==> src/rtl/weight_tile_scheduler.sv <==
// weight_tile_scheduler
// Walks the weight loader over every Tn x Tm weight tile of one conv layer
// (m inner, n outer). For each tile it presents the tile base, pulses
// load_start, waits for load_done and then flags the tile as ready. A credit
// counter limits how many tiles may be loaded but not yet consumed, so the
// weight FIFO is never overfilled.
//
// Ports
//   clk            in   clock
//   rst            in   asynchronous, active-high reset
//   start          in   begin a layer sweep (honoured only in IDLE)
//   done           out  one-cycle pulse: all tiles loaded and consumed
//   busy           out  high in every state except IDLE
//   load_start     out  one-cycle start pulse to the weight loader
//   load_done      in   loader completion (honoured only in WAIT_LOAD)
//   tile_base_n    out  N base of the current tile
//   tile_base_m    out  M base of the current tile
//   tile_ready     out  one-cycle pulse: a tile is fully in the FIFO
//   tile_consumed  in   one-cycle pulse from compute: one tile released
//   tile_idx       out  0-based index of the current tile
//   credit_err     out  sticky: tile_consumed seen with credits already full
//
// state      | meaning
// -----------+-----------------------------------------------------------
// IDLE       | waiting for start; credits full
// ISSUE      | waiting for a free credit before starting the next load
// WAIT_LOAD  | loader running for the current tile
// DRAIN      | last tile loaded; waiting for all tiles to be consumed

module weight_tile_scheduler #(
  parameter int AW      = 32,
  parameter int N       = 32,
  parameter int M       = 32,
  parameter int Tn      = 8,
  parameter int Tm      = 8,
  parameter int MAX_OUT = 1
) (
  input  logic          clk,
  input  logic          rst,
  input  logic          start,
  output logic          done,
  output logic          busy,
  output logic          load_start,
  input  logic          load_done,
  output logic [AW-1:0] tile_base_n,
  output logic [AW-1:0] tile_base_m,
  output logic          tile_ready,
  input  logic          tile_consumed,
  output logic [AW-1:0] tile_idx,
  output logic          credit_err
);

  localparam int TILES_N = (N + Tn - 1) / Tn;
  localparam int TILES_M = (M + Tm - 1) / Tm;
  localparam int TILES   = TILES_N * TILES_M;

  localparam logic [AW-1:0] LAST_IDX = AW'(TILES - 1);
  localparam logic [AW-1:0] TN_W     = AW'(Tn);
  localparam logic [AW-1:0] TM_W     = AW'(Tm);
  localparam logic [AW-1:0] M_W      = AW'(M);
  localparam logic [2:0]    CRED_MAX = 3'(MAX_OUT);

  typedef enum logic [1:0] {
    S_IDLE,
    S_ISSUE,
    S_WAIT_LOAD,
    S_DRAIN
  } state_t;

  state_t        state_q;
  logic [2:0]    credits_q;
  logic [2:0]    credits_d;
  logic          issue_fire;
  logic          err_set;
  logic [AW-1:0] base_n_q;
  logic [AW-1:0] base_m_q;
  logic [AW-1:0] idx_q;
  logic [AW-1:0] m_sum;
  logic          done_q;
  logic          busy_q;
  logic          load_start_q;
  logic          tile_ready_q;
  logic          credit_err_q;

  // Credit bookkeeping: an issue and a consume in the same cycle cancel out.
  // A consume with credits already full is dropped and flagged.
  always_comb begin
    issue_fire = (state_q == S_ISSUE) && (credits_q != 3'd0);
    credits_d  = credits_q;
    err_set    = 1'b0;
    if (issue_fire && !tile_consumed) begin
      credits_d = credits_q - 3'd1;
    end else if (tile_consumed && !issue_fire) begin
      if (credits_q == CRED_MAX) begin
        err_set = 1'b1;
      end else begin
        credits_d = credits_q + 3'd1;
      end
    end
  end

  assign m_sum = base_m_q + TM_W;

  always_ff @(posedge clk or posedge rst) begin
    if (rst) begin
      state_q      <= S_IDLE;
      credits_q    <= CRED_MAX;
      base_n_q     <= '0;
      base_m_q     <= '0;
      idx_q        <= '0;
      done_q       <= 1'b0;
      busy_q       <= 1'b0;
      load_start_q <= 1'b0;
      tile_ready_q <= 1'b0;
      credit_err_q <= 1'b0;
    end else begin
      done_q       <= 1'b0;
      load_start_q <= 1'b0;
      tile_ready_q <= 1'b0;
      credits_q    <= credits_d;
      if (err_set) begin
        credit_err_q <= 1'b1;
      end
      case (state_q)
        // Credits are always full at start, so the first issue is taken on
        // the start edge itself; load_start then follows start by one cycle.
        S_IDLE: begin
          if (start) begin
            base_n_q     <= '0;
            base_m_q     <= '0;
            idx_q        <= '0;
            credit_err_q <= 1'b0;
            credits_q    <= CRED_MAX - 3'd1;
            load_start_q <= 1'b1;
            busy_q       <= 1'b1;
            state_q      <= S_WAIT_LOAD;
          end
        end
        S_ISSUE: begin
          if (issue_fire) begin
            load_start_q <= 1'b1;
            state_q      <= S_WAIT_LOAD;
          end
        end
        S_WAIT_LOAD: begin
          if (load_done) begin
            tile_ready_q <= 1'b1;
            if (idx_q == LAST_IDX) begin
              // bases stay on the final tile
              state_q <= S_DRAIN;
            end else begin
              if (m_sum >= M_W) begin
                base_m_q <= '0;
                base_n_q <= base_n_q + TN_W;
              end else begin
                base_m_q <= m_sum;
              end
              idx_q   <= idx_q + AW'(1);
              state_q <= S_ISSUE;
            end
          end
        end
        S_DRAIN: begin
          if (credits_q == CRED_MAX) begin
            done_q  <= 1'b1;
            busy_q  <= 1'b0;
            state_q <= S_IDLE;
          end
        end
        default: state_q <= S_IDLE;
      endcase
    end
  end

  assign done        = done_q;
  assign busy        = busy_q;
  assign load_start  = load_start_q;
  assign tile_ready  = tile_ready_q;
  assign credit_err  = credit_err_q;
  assign tile_base_n = base_n_q;
  assign tile_base_m = base_m_q;
  assign tile_idx    = idx_q;

endmodule

==> config.mk <==
export PLATFORM = sky130hd
export DESIGN_NAME = weight_tile_scheduler
export DESIGN_NICKNAME = d
export VERILOG_FILES = /design/src/rtl/weight_tile_scheduler.sv
export SDC_FILE = /design/constraint.sdc
export NUM_CORES = 1
export LEC_CHECK = 0
export BUFFER_PORTS_ARGS = -buffer_cell sky130_fd_sc_hd__buf_4
export CORE_UTILIZATION = 50
export CTS_CLUSTER_DIAMETER = 60
export DETAILED_ROUTE_END_ITERATION = 7
export GPL_ROUTABILITY_DRIVEN = 0
export MAX_ROUTING_LAYER = met4
export PLACE_DENSITY = 0.83
export SYNTH_ARGS = -nofsm -noshare
export SYNTH_HDL_FRONTEND = slang
export SYNTH_SLANG_ARGS = --single-unit
==> constraint.sdc <==
create_clock -name clk -period 3.4 [get_ports clk]
set_clock_uncertainty 0.15 [all_clocks]
set_input_delay 0.51 -clock clk [delete_from_list [all_inputs] [get_ports clk]]
set_output_delay 0.51 -clock clk [all_outputs]
set_load 0.05 [all_outputs]
==> results.ini, run 1 <==
[status]
run_status=finished, final reports clean

[worst_setup_path]
path_delay_family=simple AND/OR/NAND/NOR gates
worst_r2r_endpoint=tile_base_n[5]
worst-r2r-cell-count=12
worst_setup_path_startpoint=tile_base_m[3]
endpoint=tile_base_n[5]
cp_cell_sequence=ha_4 -> nand4_1 -> buf_4 -> nor4_4 -> or3b_4 -> a311oi_2 -> o2111ai_2 -> nor4_4 -> buf_4 -> clkbuf_16 -> or3_1 -> a21oi_2
crit_path_start_kind=register
rrSetupSlack_ns=0.05
worst-endpoint-required_ns=3.49
critical_path_arrival_ns=3.44
critical_path.n_buffers_inverters=3
worstReg2RegStart=tile_base_m[3]
timing.critical_path.fanout_max=13
setup.worst_path.end_class=register
critical_path_cell_count=12
crit_path_top_delay_cell=dfrtp_2
crit_path_max_incr_delay_ns=0.44
crit_type=register to register

[floorplan]
die_x_um=107.3
die_h_um=107.3
boundaryPins=106
fp.coreArea_sq_um=10840
area_enclosed_by_the_die_boundary_sq_um=11510
core_rows=38
start_util_pct=51.11

[synthesis]
post_synth_main_area_contributors=dfrtp_1, nand2_1, nor2_1
yosys_register_bits=100
post-synth-top-count-cell=dfrtp_1
netlist_area_sq_um=5540
synth-seq-area-share_pct=45.19
synth_enable_flop_cells=0
avgSynthCellArea_sq_um=9.127
netlist_top_cells_count=dfrtp_1, nand2_1, nor2_1
post_synth_inst_count=607
synth-warning-count=0
synth_top_flop_cell=dfrtp_1
synth.distinct_cells=64
post-synth-top-area-fraction_pct=44.72
yosys.area.top_type=dfrtp_1
postSynth.asyncResetShare_pct=100.0

[global_route]
total_grt_overflow=0
grt_util_met2_pct=40.28
maximum_number_of_pins_on_one_net_before_global_route_repair=60
m1_gr_usage_pct=32.22
first_pass_grt_wire_length_mm=22.57
grt.busiest_layer=met2
groute.layer.met3.usage_pct=4.661
grt_usage_pct=25.35
grt_pass1_vias=4638
antenna_found_initial=0

[detailed_routing]
detailroute.via_count=5190
postRouteAntennaNets=0
drt-initial-drc-count=477
drt_pass1_iterations=5
detail_route.vias_per_cell=6.056
post_drt_wl_per_cell_um=16.79
post_route_drc_violation_count=0
routed_wl_mm=14.39

[sta]
setup_viol_count_final=0
max_slew.worst_pin.slew_ns=0.8601
max_slew_violation_count=0
worst_slew_margin_rel_pct=42.54
min_period_ns=3.353
achievable-frequency_mhz=298.2
timing_hold_violations_final=0
finalCritPeriodShare_pct=98.63
holdWs_ns=0.1446
setup_slack_ns=0.04658

[final_layout]
multi_input_comb_area_sq_um=2863
syn2layout_area_growth_pct=23.13
post_layout_nonfiller_instances=857
design.final.nets=724
insertedDiodeCount=0
fin_util_pct=62.93
fillers=908
seqCellArea_sq_um=2509
fraction_of_final_layout_cells_with_drive_strength_greater_than_1_pct=23.29

[placement]
buffer_ports.inserted=99
dp.final_hpwl_mm=9.715
placed_cells_incl_taps=832
post-place-ws_ns=0.05474

[power]
cellLeakagePower_nw=3.087
max-vdd-ir-drop_v=0.0003403
power.density_cell_area_nw_per_um2=524.5

[clock_tree]
cts.root.buffer_cell=clkbuf_8
deepest_clock_path_buffer_count=2
tritoncts.num_buffers=9
tritoncts=yes
cts.reportedPaths.clkPinSlew_ns=0.09
clock_tree.htree_level_count=3
cts.sink_count=100
clock_latency_ns=0.38

[run]
timing.max_cap.violations=0

[hold_path]
holdCritPathClass=input pin to async pin

-- report_power, final --
group / internal [mW] / total, mW / switching [mW]
registers: 1.29 / 1.42 / 0.122
logic: 0.437 / 1.33 / 0.895
clock network: 0.417 / 0.830 / 0.413
-- sequential cells by signal (all words and copies together) (netlist names) --
name / count
done: 1
credit_err: 1
load_start: 1
credits_q: 3
state_q: 2
tile_idx: 32
tile_base_n: 29
tile_base_m: 29
busy: 1
tile_ready: 1
-- cells in the final DEF, fill, tap and decap left out, types with 18 or more instances in the layout --
| cell type | synthesis | final |
|---|---|---|
| a21oi_1 | 32 | 32 |
| and2_1 | 29 | 29 |
| buf_4 | 6 | 118 |
| dfrtp_1 | 99 | 95 |
| nand2_1 | 52 | 52 |
| nand3_1 | 34 | 34 |
| nand4_1 | 24 | 24 |
| nor2_1 | 51 | 51 |
| o21ai_0 | 29 | 29 |
| or3_1 | 21 | 21 |
| xor2_1 | 18 | 18 |
-- logic make-up (layout without fill, tap and decap cells) --
| family | Yosys count | count (layout) | synth area share (%) |
|---|---|---|---|
| AOI/OAI and AO/OA | 113 | 113 | 13.19 |
| xor gates and xnor gates | 26 | 26 | 4.110 |
| adders and majority gates | 7 | 7 | 1.581 |
| buffers and inverters | 49 | 154 | 4.065 |
| DFF | 100 | 100 | 45.19 |
| muxes | 5 | 5 | 0.9259 |
| other | 1 | 6 | 0.06769 |
| and+or+nand+nor | 306 | 306 | 30.87 |
-- through the flow --
step / power (mW) / instance area, sq um / setup TNS, ns
after floorplan: 2.306 / 5567 / 0
after global placement: 2.583 / 6475 / 0
after detailed placement: 2.641 / 6475 / 0
after CTS: 3.471 / 6686 / 0
after global routing: 3.757 / 6822 / -1.664
final: 3.578 / 6822 / 0
-- cell type report --
class                   count  share of cell area [%]
clock inverters             4                   1.119
multi-input cells         463                   41.97
flip-flops and latches    100                   36.78
inverters                  14                  0.8254
clock buffers              12                   1.981
repair buffers            124                   14.77
well taps                 140                   2.568
-- routing by layer --
metal  part of all wire (%)  routed length [um]
met2                     48                6977
met5                      0                   0
met1                     42                6041
met4                    2.3                 329
met3                    7.2                1040
-- repair_timing --
action	in CTS	in global routing
hold buffers	0	0
buffers inserted	0	6
gates resized for setup	0	6
endpoints found under the setup margin	0	31
-- worst min-delay path by stage --
stage | end | slack (ns) | cells past startpoint
floorplan | state_q[0] | 0.43 | 2
global placement | credit_err | 0.35 | 2
detailed placement | credit_err | 0.36 | 2
CTS | tile_base_n[15] | 0.16 | 2
global route | tile_base_n[15] | 0.19 | 2
finish | tile_base_n[15] | 0.14 | 2
No activity file was read; power rests on OpenSTA's default activity.
==> run 2, diff against run 1 <==
Settings changed: GPL_TIMING_DRIVEN set to 0, RECOVER_POWER set to 25.
==> run 2 against run 1 <==
  * The flow now finishes with violations (capacitance limit, slew limit)
  * Fmax increased by 1.3%
  * Flip-flop and latch count unchanged
  * Global-route usage increased by 1.7 points
  * Count of clock-buffer cells in the layout decreased by 3
  * Power increased by 0.52%
  * Critical endpoint is now tile_base_n[28]
  * First-iteration DRC count decreased by 9.2%
  * Sequential share of layout area decreased by 0.32 points
  * Hold slack improved by 0.079 ns
  * Design area increased by 0.94%
==> results.ini, run 2 (synthesis gave the netlist of run 1 again) <==
[status]
run_status=finished with violations
violations_in_the_final_reports=capacitance limit, slew limit

[detailed_routing]
postRouteAntennaNets=0
post_drt_wl_per_cell_um=17.09
detail_route.vias_per_cell=6.138
drt-initial-drc-count=433
routed_wl_mm=15.01
post_route_drc_violation_count=0
detailroute.via_count=5389
drt_pass1_iterations=7

[global_route]
first_pass_grt_wire_length_mm=23.93
grt_usage_pct=27.00
total_grt_overflow=0
grt_pass1_vias=4967
antenna_found_initial=0
maximum_number_of_pins_on_one_net_before_global_route_repair=40

[floorplan]
area_enclosed_by_the_die_boundary_sq_um=11510
die_x_um=107.3
boundaryPins=106
die_h_um=107.3
fp.coreArea_sq_um=10840
start_util_pct=51.11
core_rows=38

[power]
power.density_cell_area_nw_per_um2=522.3
power.share.combinational_pct=39.4
cell_internal_pwr_mw=2.109
cellLeakagePower_nw=3.134
power.switching_mw=1.488
design_power_total_mw=3.596
power_frac_seq_pct=39.3
switching_share_of_power_pct=41.37
max-vdd-ir-drop_v=0.0002794
clkPwrFrac_pct=21.3

[final_layout]
design_area_sq_um=6885
mostFrequentLayoutCells=buf_4, dfrtp_1, nand2_1, nor2_1, nand3_1
mostFrequentLayoutCell=buf_4
insertedDiodeCount=0
syn2layout_area_growth_pct=24.28
fin_util_pct=63.52
post_layout_nonfiller_instances=878
largest_reg_flops=32
fraction_of_final_layout_cells_with_drive_strength_greater_than_1_pct=23.31
design.final.nets=745

[hold_path]
worst_hold_startpoint=tile_consumed
holdCritPathClass=input pin to register
hold_depth=2

[clock_tree]
cts.sink_count=100
deepest_clock_path_buffer_count=2
clock_latency_ns=0.38
cts_hold_buf=0
cts.reportedPaths.clkPinSlew_ns=0.10
cts.root.buffer_cell=clkbuf_8
clock_tree.htree_level_count=3
tritoncts=yes
tritoncts.num_buffers=9

[placement]
placed_cells_incl_taps=853
place_area_sq_um=6525
dp.final_hpwl_mm=10.52
buffer_ports.inserted=99

[worst_setup_path]
worst-endpoint-required_ns=3.51
crit_path_start_kind=register
critical_path_arrival_ns=3.42
worstReg2RegStart=tile_base_m[4]
worst_setup_path_startpoint=tile_base_m[4]
worst-r2r-cell-count=12
timing.critical_path.fanout_max=10
setup.worst_path.end_class=register
crit_type=register to register

[sta]
finalCritPeriodShare_pct=97.41
setup_viol_count_final=0
worst_slew_margin_rel_pct=-19.00
max_slew_violation_count=34
achievable-frequency_mhz=301.9
timing_hold_violations_final=0
rsz0062_at_grt=yes
max_slew.worst_pin.slew_ns=1.785
setup-tns-final_ns=0
min_period_ns=3.312

[run]
timing.max_cap.violations=1

-- run 2: per-stage QoR --
stage / setup WS [ns] / hold WS (ns)
floorplan: 0.09261 / 0.4268
global route: -0.007046 / 0.2201
global placement: -0.2062 / 0.3551
CTS: 0.009714 / 0.08975
finish: 0.08807 / 0.2236
detailed placement: -0.2790 / 0.3457
-- run 2: path summary, 6_finish.rpt --
kind                       slack (ns)               to
setup / recovery                 0.09  tile_base_n[28]
hold / removal                   0.22     credits_q[2]
setup reg to reg                 0.09  tile_base_n[28]
hold reg to reg                  0.36       credit_err
max in group asynchronous        0.68     tile_idx[23]
min in group asynchronous        0.25  tile_base_n[23]
-- run 2: repair_timing --
action | 4_1_cts | 5_1_grt
resized for setup | 9 | 15
gates cloned | 0 | 2
pin swaps | 1 | 6
hold endpoints to repair | 0 | 0
setup buffers | 6 | 3
setup endpoints to repair | 36 | 48
-- run 2: worst max-delay path, stage by stage (launching register included) --
cell and delay, ns:
dfrtp_2 0.40, ha_4 0.16, nand4_1 0.11, buf_6 0.16
or4_4 0.55, o31a_1 0.32, a311oi_2 0.30, o2111ai_2 0.23
nor4_4 0.20, buf_6 0.18, clkbuf_4 0.21, or4_1 0.16
nand2_1 0.07
-- run 2: layer usage --
layer	vias up	track usage [%]	wire length [um]
met1	2618	34.09	6168
met3	36	4.782	1190
met4	0	9.198	260
met5	-	-	0
li1	2449	-	-
met2	286	44.01	7388
-- run 2: cell type report --
| type | instances | area, sq um |
|---|---|---|
| buffer | 33 | 181.4 |
| multi-input combinational | 463 | 2898 |
| clock inverter | 7 | 66.31 |
| timing repair buffer | 112 | 877.1 |
| clock buffer | 9 | 123.9 |
| tap | 140 | 175.2 |
| inverter | 14 | 53.80 |
| sequential | 100 | 2510 |
| fill | 888 | 3955 |
-- run 2: power by group through the flow --
stage	Sequential (mW)	Clock [mW]	Combinational [mW]
after detailed placement	1.42	0	1.28
after CTS	1.39	0.780	1.33
after global placement	1.42	0	1.25
final	1.41	0.765	1.42
after global routing	1.43	0.826	1.52
after floorplan	1.63	0	0.678
